`config.mk`:
```
export PLATFORM = sky130hd
export DESIGN_NAME = ahb_to_apb_bridge
export DESIGN_NICKNAME = d
export VERILOG_FILES = /design/src/rtl/ahb_apb_pkg.sv /design/src/rtl/ahb_to_apb_bridge.sv
export SDC_FILE = /design/constraint.sdc
export NUM_CORES = 1
export LEC_CHECK = 0
export BUFFER_PORTS_ARGS = -buffer_cell sky130_fd_sc_hd__buf_2
export CORE_MARGIN = 8
export CORE_UTILIZATION = 45
export CTS_BUF_LIST = sky130_fd_sc_hd__clkbuf_8
export DETAILED_ROUTE_END_ITERATION = 10
export GPL_ROUTABILITY_DRIVEN = 0
export PLACE_DENSITY_LB_ADDON = 0.12
export SYNTH_ARGS = -nofsm -noshare
export SYNTH_HDL_FRONTEND = slang
export SYNTH_SLANG_ARGS = --single-unit
export TNS_END_PERCENT = 30
```
`constraint.sdc`:
```
create_clock -name HCLK -period 2.8 [get_ports HCLK]
set_input_delay 0.7 -clock HCLK [delete_from_list [all_inputs] [get_ports HCLK]]
set_output_delay 0.7 -clock HCLK [all_outputs]
set_load 0.03 [all_outputs]
```
`src/rtl/ahb_apb_pkg.sv`:
```
// Shared types and constants for the AHB-Lite to APB3 bridge.
package ahb_apb_pkg;

    typedef enum logic [1:0] {
        HTRANS_IDLE   = 2'b00,
        HTRANS_BUSY   = 2'b01,
        HTRANS_NONSEQ = 2'b10,
        HTRANS_SEQ    = 2'b11
    } htrans_e;

    localparam logic [2:0] HSIZE_WORD  = 3'b010;
    localparam logic       HRESP_OKAY  = 1'b0;
    localparam logic       HRESP_ERROR = 1'b1;

    typedef enum logic [2:0] {
        ST_IDLE   = 3'd0,
        ST_SETUP  = 3'd1,
        ST_ACCESS = 3'd2,
        ST_ERR1   = 3'd3,
        ST_ERR2   = 3'd4
    } bridge_state_e;

    // Only NONSEQ and SEQ carry a real transfer; IDLE and BUSY are answered OKAY with no wait.
    function automatic logic is_active(input logic [1:0] htrans);
        return (htrans == HTRANS_NONSEQ) || (htrans == HTRANS_SEQ);
    endfunction

endpackage

```
`src/rtl/ahb_to_apb_bridge.sv`:
```
// AHB-Lite slave to APB3 master bridge: one AHB transfer becomes one APB setup+access,
// with PSLVERR, sub-word writes and PREADY timeouts reported as a two-cycle AHB ERROR.
module ahb_to_apb_bridge
    import ahb_apb_pkg::*;
#(
    parameter int AHB_ADDR_WIDTH = 32,
    parameter int APB_ADDR_WIDTH = 9,
    parameter int DATA_WIDTH     = 32,
    parameter int TIMEOUT_CYCLES = 256
) (
    input  logic                      HCLK,
    input  logic                      HRESETn,
    input  logic                      HSEL,
    input  logic [AHB_ADDR_WIDTH-1:0] HADDR,
    input  logic [1:0]                HTRANS,
    input  logic                      HWRITE,
    input  logic [2:0]                HSIZE,
    input  logic [DATA_WIDTH-1:0]     HWDATA,
    input  logic                      HREADY,
    output logic [DATA_WIDTH-1:0]     HRDATA,
    output logic                      HREADYOUT,
    output logic                      HRESP,
    output logic                      PSEL,
    output logic                      PENABLE,
    output logic [APB_ADDR_WIDTH-1:0] PADDR,
    output logic                      PWRITE,
    output logic [DATA_WIDTH-1:0]     PWDATA,
    input  logic [DATA_WIDTH-1:0]     PRDATA,
    input  logic                      PREADY,
    input  logic                      PSLVERR
);

    localparam bit          TIMEOUT_EN   = (TIMEOUT_CYCLES != 0);
    localparam logic [15:0] TIMEOUT_LAST = 16'(TIMEOUT_CYCLES - 1);

    bridge_state_e             state_q, state_d;
    logic [APB_ADDR_WIDTH-1:0] addr_q, addr_d;
    logic                      write_q, write_d;
    logic [DATA_WIDTH-1:0]     wdata_q, wdata_d;
    logic [DATA_WIDTH-1:0]     rdata_q, rdata_d;
    logic [15:0]               cnt_q, cnt_d;

    logic accept;
    logic can_accept;
    logic sub_word_wr;

    // Upper AHB address bits select the bridge at the interconnect and are not forwarded.
    logic unused_haddr;
    assign unused_haddr = ^HADDR[AHB_ADDR_WIDTH-1:APB_ADDR_WIDTH];

    assign accept      = HSEL & is_active(HTRANS) & HREADY;
    assign sub_word_wr = HWRITE & (HSIZE != HSIZE_WORD);

    assign PADDR  = addr_q;
    assign PWRITE = write_q;

    always_comb begin
        // NOTE: every signal written here gets a default first, so no path can infer a latch.
        state_d    = state_q;
        addr_d     = addr_q;
        write_d    = write_q;
        wdata_d    = wdata_q;
        rdata_d    = rdata_q;
        cnt_d      = cnt_q;
        can_accept = 1'b0;
        PSEL       = 1'b0;
        PENABLE    = 1'b0;
        PWDATA     = wdata_q;
        HRDATA     = rdata_q;
        HREADYOUT  = 1'b1;
        HRESP      = HRESP_OKAY;

        case (state_q)
            ST_IDLE: can_accept = 1'b1;
            ST_SETUP: begin
                PSEL      = 1'b1;
                HREADYOUT = 1'b0;
                PWDATA    = HWDATA;
                wdata_d   = HWDATA;
                state_d   = ST_ACCESS;
            end
            ST_ACCESS: begin
                PSEL    = 1'b1;
                PENABLE = 1'b1;
                if (PREADY) begin
                    if (PSLVERR) begin
                        HREADYOUT = 1'b0;
                        state_d   = ST_ERR1;
                    end else begin
                        can_accept = 1'b1;
                        state_d    = ST_IDLE;
                        if (!write_q) begin
                            HRDATA  = PRDATA;
                            rdata_d = PRDATA;
                        end
                    end
                end else begin
                    HREADYOUT = 1'b0;
                    if (cnt_q != 16'hFFFF) cnt_d = cnt_q + 16'd1;
                    if (TIMEOUT_EN && (cnt_q == TIMEOUT_LAST)) state_d = ST_ERR1;
                end
            end
            ST_ERR1: begin
                HREADYOUT = 1'b0;
                HRESP     = HRESP_ERROR;
                state_d   = ST_ERR2;
            end
            ST_ERR2: begin
                HRESP      = HRESP_ERROR;
                can_accept = 1'b1;
                state_d    = ST_IDLE;
            end
            default: state_d = ST_IDLE;
        endcase

        // A new transfer may only be taken in a cycle where HREADYOUT is high.
        if (can_accept && accept) begin
            addr_d  = HADDR[APB_ADDR_WIDTH-1:0];
            write_d = HWRITE;
            if (sub_word_wr) begin
                state_d = ST_ERR1;
            end else begin
                state_d = ST_SETUP;
                cnt_d   = '0;
            end
        end
    end

    always_ff @(posedge HCLK or negedge HRESETn) begin
        if (!HRESETn) begin
            state_q <= ST_IDLE;
            addr_q  <= '0;
            write_q <= 1'b0;
            wdata_q <= '0;
            rdata_q <= '0;
            cnt_q   <= '0;
        end else begin
            // NOTE: non-blocking assignments so every flop samples the pre-edge values.
            state_q <= state_d;
            addr_q  <= addr_d;
            write_q <= write_d;
            wdata_q <= wdata_d;
            rdata_q <= rdata_d;
            cnt_q   <= cnt_d;
        end
    end

endmodule

```
; ---- After elaboration in Yosys (flattened, before gate mapping)
; Cells that the tools add are included.
; Widths: inputs -> output; s select.
[op_classes]
add_sub_neg = 1
eq_ne = 11
muxes = 23
bitwise_logic = 3
n_reduce_logical = 8
[ops]
columns = op, count
row1 = $mux 32, 5
row2 = $mux 16, 5
row3 = $add 16x1->16 const B, 1
row4 = $eq 16x8->1 const B, 1
row5 = $ne 16x16->1 const B, 1
row6 = $pmux 3 s4, 1
row7 = $mux 3, 3
row8 = $reduce_or 2->1, 4
row9 = $eq 3x2->1 const B, 2
row10 = $mux 1, 5
row11 = $eq 2x2->1 const B, 2
row12 = $mux 2, 2
row13 = $ne 4x4->1 const B, 1
row14 = $pmux 1 s2, 2
row15 = $and 1x1->1, 3
row16 = $eq 3x1->1 const B, 1
row17 = $eq 3x3->1 const B, 1
row18 = $logic_not 3->1, 1
row19 = $ne 3x2->1 const B, 1
row20 = $ne 2x2->1 const B, 1
row21 = $reduce_and 2->1, 1
row22 = $logic_and 1x1->1, 1
row23 = $logic_or 1x1->1, 1
[word_totals]
register_bits = 93
output_inout_bits = 78

; ---- Depth between registers and ports, before layout
; Gate-level depths: netlist (run 1).
[depth]
word_depth = 7
mapped_depth = 7
ltp_nobuf = 6

; ---- Least setup slack after synthesis (run 1)
; OpenSTA, ideal clock, no wires.
[synth_path]
path_kind = input -> output
start = in PREADY
end = out HRDATA[10]
t_arrival_ns = 1.868
required_time_ns = 2.100
setup_slack_ns = 0.232
path_stages = 5
n_path_buf = 2
cell_sequence = or2b_1 -> or3_1 -> buf_2 -> buf_6 -> mux2_4
[synth_via]
elab_chain_len = 2
[synth_rtl]
columns = element, line_no
row1 = from (decl), ahb_to_apb_bridge.sv:29  ; input logic PREADY,
row2 = $mux 32 (2 in series), --
row3 = to (decl), ahb_to_apb_bridge.sv:20  ; output logic [DATA_WIDTH-1:0] HRDATA,
; Every way passes these cells.

; ---- Worst setup path after layout (run 1)
[layout_path]
start = reg state_q[2]
end = out HRDATA[0]
[layout_via]
elab_chain_len = 2
[layout_rtl]
columns = element, line_no
row1 = from (decl), ahb_to_apb_bridge.sv:36  ; bridge_state_e state_q, state_d;
row2 = from (signal assigned), ahb_to_apb_bridge.sv:139  ; state_q <= state_d;
row3 = $eq 3x2->1, ahb_to_apb_bridge.sv:73  ; case (state_q)
row4 = $mux 32, --
; Every way passes these cells.

==> reports/metrics.yaml, run 1 <==
grt:
  grt-ovfl-total: 0
  gr-usage-all-layers_pct: 15.9
  grt_pass1_vias: 3115
  antenna_found_initial: 0
  grt_pass1_wl_um: 15100
  grt_max_degree: 41
timing:
  slew_viol_final: 0
  period_needed_ns: 2.90
  fin_worst_skew_ns: 0.0125
  setup_ws_ns: -0.101
  slew-limit-headroom_pct: 66.0
  setup_violations: 32
  rsz0062_at_grt: "true"
  hold_violations: 0
  fmax_mhz: 345
  worst_pin_slew_ns: 0.509
  fin_crit_sh_pct: 104
place:
  pre_cts_ws_ns: -0.159
  dp_hpwl_um: 7110
  io_buffers: 161
  dp_cells: 564
yosys:
  avgSynthCellArea_um2: 14.5
  synthArstFlopShare_pct: 100
  ys_types: 46
  yosysSeqAreaShare_pct: 58.4
  yosys_warnings: 0
  synth_edf_count: 0
  synthesis.nets: 384
  ys_seq_elements: 93
  synth.cell_area_mm2: 0.00398
  synth_flop_cell: "dfrtp_1"
  synth_cells: 275
worst_setup_path:
  crit_path_start: "state_q[2]$_DFFE_PN0P_"
  worst-setup-path-type: "reg -> out"
  startpoint_type: "flop"
  required_ns: 2.10
  reg2reg_from: "state_q[0]$_DFFE_PN0P_"
  crit_arrival_ns: 2.20
  crit_fanout: 16
  cp-end-kind: "output pin"
power:
  comb_power_share_pct: 55.7
  p_leak_uw: 0.00281
  seqPwrFrac_pct: 31.4
  ir_drop_mv: 0.921
  powerDensity_mw_per_mm2: 1200
  clockPowerShare_pct: 12.9
  p_int_uw: 3850
  power_switching_uw: 2790
  swShare_pct: 42.1
  power_uw: 6640
cts:
  tritoncts: "done"
  clkSinkCount: 93
  cts_buffer_depth: 2
  clock_latency_ns: 0.36
  clkTransAtPathRegs_ns: 0.10
  numCtsBuffers: 9
  h-tree-depth: 3
  root_buffer: "clkbuf_8"
floorplan:
  core_area_mm2: 0.00864
  num_rows: 34
  dieArea_mm2: 0.0121
  fp.dieH_um: 110
  dieWidth_um: 110
  pin_count: 186
  initial_utilization_pct: 46.1
job:
  maxCapViolCount: 0
final_layout:
  layout.nets: 577
  final_layout_size_suffix_gt1_share_pct: 62.2
  area_growth_pct: 38.9
  n_antenna_cell: 0
  finalNonFillerCells: 581
detailed_routing:
  wirelength_um: 9730
  via_count: 2891
  firstDrtPassIters: 4
  drcViolationCount: 0
  drtIter0Drc: 116
  via_per_inst: 4.98
  routedWlPerCell_um: 16.7
  ant_nets: 0
status:
  violations: "negative setup slack"
  outcome: "finished, violations left"
min_path:
  min_path_type: "in -> async"
[power by group through the flow]
| stage | Combinational, uW | Clock [uW] | Sequential, uW |
|---|---|---|---|
| 2_1_floorplan | 2150 | 0 | 2210 |
| 3_3_place_gp | 3330 | 0 | 2080 |
| 3_5_place_dp | 3370 | 0 | 2110 |
| 4_1_cts | 3740 | 897 | 2090 |
| 5_1_grt | 3900 | 948 | 2140 |
| 6_report | 3700 | 856 | 2080 |
[kinds of logic after synthesis]
group	Yosys count	share of synthesized area [%]
flip-flops	93	58.4
AND/OR/NAND/NOR	61	8.64
adder cells (fa/ha/maj)	1	0.314
AO/OA/AOI/OAI	24	4.81
buffers and inverters	13	2.07
multiplexers	75	24.0
XOR/XNOR	8	1.76
[area by class of cell]
| type | count | area, um2 |
|---|---|---|
| clock buffer | 9 | 124 |
| clock inverter | 7 | 62.6 |
| fill | 682 | 3100 |
| inverter | 2 | 7.51 |
| multi-input combinational | 169 | 1590 |
| sequential | 93 | 2330 |
| tap | 108 | 135 |
| timing repair buffer | 193 | 1290 |
[critical path: stages, from the launching register on]
cell and delay, ns:
dfrtp_1 0.40, or3b_4 0.38, or3_4 0.40, buf_12 0.18, mux2_2 0.30, buf_4 0.17
[sequential cells by signal, summed over array words and instances (netlist names)]
| signal | count |
|---|---|
| rdata_q | 32 |
| wdata_q | 32 |
| cnt_q | 16 |
| PADDR | 9 |
| state_q | 3 |
| PWRITE | 1 |
[metrics by stage]
step	instance area (um2)	hold WS [ns]	util, %	setup TNS, ns
after floorplan	3980	0.404	-	0
after global placement	5120	0.469	59.3	-3.27
after CTS	5530	0.266	64.1	-3.66
final	5530	0.268	64.1	-2.86
after global routing	5530	0.277	64.1	-4.94
after detailed placement	5120	0.478	59.3	-3.37
[path summary, 6_finish.rpt]
kind	end	slack, ns	cells after the start
worst max-delay path	HRDATA[0]	-0.10	5
worst min-delay path	rdata_q[4]$_DFF_PN0_	0.27	1
worst max register to register	cnt_q[15]$_DFF_PN0_	0.64	6
worst min register to register	wdata_q[26]$_DFF_PN0_	0.50	1
max in group asynchronous	state_q[0]$_DFFE_PN0P_	1.87	2
min in group HCLK	wdata_q[26]$_DFF_PN0_	0.50	1
[metal layers]
layer / global-route usage, % / part of all wire (%) / vias up
li1: - / - / 1379
met1: 19.5 / 43 / 1379
met2: 24.9 / 45 / 118
met3: 6.34 / 10 / 15
met4: 5.52 / 1.7 / 0
met5: 0 / 0 / -
[cells in the mapped netlist (2+ instances only)]
library cell	count	area, um2
mux2_4	30	450
xnor2_1	4	35.0
or2_2	2	12.5
a211oi_1	4	30.0
mux2_1	2	22.5
nor4_1	5	31.3
nand2_1	4	15.0
a21oi_1	3	15.0
inv_1	2	7.51
dfrtp_1	93	2330
clkbuf_1	4	15.0
buf_2	3	15.0
nand3_1	6	30.0
mux2_2	42	473
nor2_1	20	75.1
a21oi_2	2	17.5
nor3_1	7	35.0
nand4_1	2	12.5
xor2_1	4	35.0
or3_1	3	18.8
a31oi_1	3	18.8
and3_1	2	12.5
o21ai_0	2	10.0
buf_6	4	45.0
[cell usage in the layout, fill, tap and decap left out, types with 3 or more instances in the layout]
cell	count
a211oi_1	4
xnor2_1	4
xor2_1	4
nand3_1	6
mux2_4	30
buf_2	128
nor3_1	7
buf_6	31
clkbuf_8	9
mux2_2	44
nor4_1	5
a21oi_1	3
nand2_1	4
dfrtp_1	93
a31oi_1	3
buf_4	31
nor2_1	20
[repair_timing]
item | in CTS | in global routing
setup endpoints to repair | 32 | 32
hold buffers | 0 | 0
buffers inserted | 0 | 0
pin swaps | 1 | 0
resized for setup | 67 | 0
gates cloned | 1 | 0
Note: power is estimated with default switching activity, not from simulation.
==> run 2: changes to the inputs <==
CTS_CLUSTER_DIAMETER = 30   (was default)
GPL_TIMING_DRIVEN = 0   (was default)
==> run 2 against run 1 <==
The run still ends with negative setup slack left. Wire length up 3.5%. Highest routed layer unchanged. Critical path type unchanged. Critical endpoint is now HRDATA[5]. Setup slack worse by 0.093 ns. Maximum frequency down 3.1%. Worst hold slack worse by 0.020 ns. Design area up 4.5%. Clock power up 4.2%. Critical path depth up 1.
==> reports/metrics.yaml, run 2 (synthesis results as in run 1) <==
final_layout:
  multi_input_area_mm2: 0.00160  # was 0.00159 mm2
  finalNonFillerCells: 590  # was 581
  area_growth_pct: 45.1  # was 38.9%
  n_antenna_cell: 0  # unchanged
  seq_area_mm2: 0.00233  # about the same
  layout_common_cells: "125 x buf_2, 91 x dfrtp_1, 41 x mux2_2, 41 x buf_6, 33 x mux2_4"  # was 128 x buf_2, 93 x dfrtp_1, 44 x mux2_2, 31 x buf_4, 31 x buf_6
  fillerInstances: 633  # was 682
  layout.nets: 587  # was 577
  final_layout_size_suffix_gt1_share_pct: 63.1  # was 62.2%
  top_regs: "rdata_q: 32 flops, wdata_q: 32 flops, cnt_q: 16 flops"  # unchanged
  mostFrequentLayoutCell: "buf_2"  # unchanged
timing:
  worst_pin_slew_ns: 0.426  # was 0.509 ns
  fin_crit_sh_pct: 107  # was 104%
  fmax_mhz: 334  # was 345 MHz
  worst_hold_slack_ns: 0.247  # was 0.268 ns
  rsz0062_at_grt: "true"  # unchanged
  slew-limit-headroom_pct: 71.4  # was 66.0%
  fin_worst_skew_ns: 0.0103  # was 0.0125 ns
  hold_violations: 0  # unchanged
  setup_violations: 32  # unchanged
  setup_ws_ns: -0.194  # was -0.101 ns
  slew_viol_final: 0  # unchanged
  period_needed_ns: 2.99  # was 2.90 ns
place:
  io_buffers: 161  # unchanged
  dp_hpwl_um: 7090  # was 7110 um
  dp_cells: 545  # was 564
worst_setup_path:
  crit_end: "HRDATA[5]"  # was HRDATA[0]
  crit_arrival_ns: 2.29  # was 2.20 ns
  crit_cells: 6  # was 5
  startpoint_type: "flop"  # unchanged
  worst-setup-path-type: "reg -> out"  # unchanged
  cp_top_family: "simple AND/OR/NAND/NOR gates"  # unchanged
  rrSetupSlack_ns: 0.57  # was 0.64 ns
  path_cells: "or3b_4, or3_4, buf_12, buf_12, mux2_4, buf_6"  # was or3b_4, or3_4, buf_12, mux2_2, buf_4
  max_stage_delay_ns: 0.44  # was 0.40 ns
  cp-end-kind: "output pin"  # unchanged
  rr_endpoint: "cnt_q[11]$_DFF_PN0_"  # was cnt_q[15]$_DFF_PN0_
  required_ns: 2.10  # about the same
  reg2reg_from: "state_q[2]$_DFFE_PN0P_"  # was state_q[0]$_DFFE_PN0P_
  critPathSlowestCell: "dfrtp_1"  # unchanged
  crit_top_cell: "buf_12"
  crit_fanout: 8  # was 16
  cp_num_buf_inv: 3  # was 2
  r2r.worst_path.cells: 7  # was 6
  crit_path_start: "state_q[0]$_DFFE_PN0P_"  # was state_q[2]$_DFFE_PN0P_
detailed_routing:
  ant_nets: 0  # unchanged
  wirelength_um: 10100  # was 9730 um
  via_per_inst: 5.02  # was 4.98
  firstDrtPassIters: 4  # unchanged
  routedWlPerCell_um: 17.1  # was 16.7 um
  via_count: 2959  # was 2,891
  drtIter0Drc: 152  # was 116
  drcViolationCount: 0  # unchanged
floorplan:
  dieArea_mm2: 0.0121  # unchanged
  initial_utilization_pct: 46.1  # unchanged
  dieWidth_um: 110  # unchanged
  num_rows: 34  # unchanged
  fp.dieH_um: 110  # unchanged
  core_area_mm2: 0.00864  # unchanged
  pin_count: 186  # unchanged
power:
  powerDensity_mw_per_mm2: 1180  # was 1200 mW/mm2
  ir_drop_mv: 0.697  # was 0.921 mV
  p_leak_uw: 0.00292  # was 0.00281 uW
  power_uw: 6840  # was 6640 uW
cts:
  clkTransAtPathRegs_ns: 0.09  # was 0.10 ns
  tritoncts: "done"  # unchanged
  clock_latency_ns: 0.35  # was 0.36 ns
  cts_buffer_depth: 2  # unchanged
  h-tree-depth: 3  # unchanged
  numCtsBuffers: 9  # unchanged
  clkSinkCount: 93  # unchanged
  root_buffer: "clkbuf_8"  # unchanged
min_path:
  min_path_type: "in -> async"  # unchanged
status:
  outcome: "finished, violations left"  # unchanged
  violations: "negative setup slack"  # unchanged
grt:
  grt_pass1_vias: 3202  # was 3,115
  gr-usage-all-layers_pct: 16.4  # was 15.9%
  grt_pass1_wl_um: 15700  # was 15,100 um
  antenna_found_initial: 0  # unchanged
  grt_max_degree: 69  # was 41
  grt-ovfl-total: 0  # unchanged
job:
  maxCapViolCount: 0  # unchanged
==> run 2: cell count changes in the layout (fill, tap and decap cells not counted), sizes merged <==
cell | previous run | this run
buf | 193 | 201
clkbuf | 9 | 11
clkinv | 3 | 1
clkinvlp | 0 | 2
inv | 6 | 4
bufinv | 0 | 1
==> run 2: area by class of cell <==
cell class	count	share of cell area, %
tap	108	2.34
multi-input combinational	169	27.6
buffer	11	2.36
timing repair buffer	192	23.9
clock inverter	6	1.23
clock buffer	9	2.14
sequential	93	40.3
inverter	2	0.130
==> run 2: what timing repair did <==
action | 4_1_cts | 5_1_grt
resized for setup | 84 | 34
setup buffers | 19 | 7
setup endpoints to repair | 61 | 61
hold buffers | 0 | 0
pin swaps | 2 | 1
cloned | 3 | 1
==> run 2: stage by stage <==
step                utilization [%]  cell area, um2  setup TNS (ns)  setup slack (ns)
floorplan                         -            3980               0             0.232
global placement               57.0            4920           -3.70            -0.128
detailed placement             57.4            4950           -4.34            -0.151
CTS                            65.2            5630          -11.45            -0.204
global route                   66.9            5780           -8.31            -0.269
finish                         66.9            5780           -5.68            -0.194
==> run 2: worst min-delay path by stage <==
stage	from	end	slack [ns]	cells past startpoint
final	HRESETn	rdata_q[4]$_DFF_PN0_	0.25	1
after CTS	HRESETn	rdata_q[4]$_DFF_PN0_	0.24	1
after global placement	rdata_q[31]$_DFF_PN0_	rdata_q[31]$_DFF_PN0_	0.47	1
after detailed placement	rdata_q[0]$_DFF_PN0_	rdata_q[0]$_DFF_PN0_	0.47	1
after floorplan	HRESETn	PADDR[0]$_DFFE_PN0P_	0.40	0
after global routing	HRESETn	rdata_q[8]$_DFF_PN0_	0.25	1
==> run 2: power by group <==
| part | internal, uW | leakage, uW | switching [uW] | total (uW) |
|---|---|---|---|---|
| clock | 416 | 0.0000923 | 476 | 892 |
| sequential | 1900 | 0.00115 | 199 | 2100 |
| combinational | 1720 | 0.00168 | 2130 | 3850 |
| total | 4040 | 0.00292 | 2800 | 6840 |
==> run 2: worst register-to-register path: stages, from the launching register on <==
cell and delay (ns):
dfrtp_2 0.43, buf_4 0.14, or3b_1 0.35, a21oi_1 0.19
and4_1 0.30, a21boi_4 0.33, buf_2 0.29, nor2_1 0.08
==> run 2: layer usage <==
| metal | up-vias | global-route usage, % | part of all wire [%] |
|---|---|---|---|
| li1 | 1397 | - | - |
| met4 | 0 | 5.42 | 0.90 |
| met2 | 113 | 25.4 | 47 |
| met5 | - | 0 | 0 |
| met3 | 9 | 5.93 | 9.5 |
| met1 | 1440 | 21.0 | 42 |
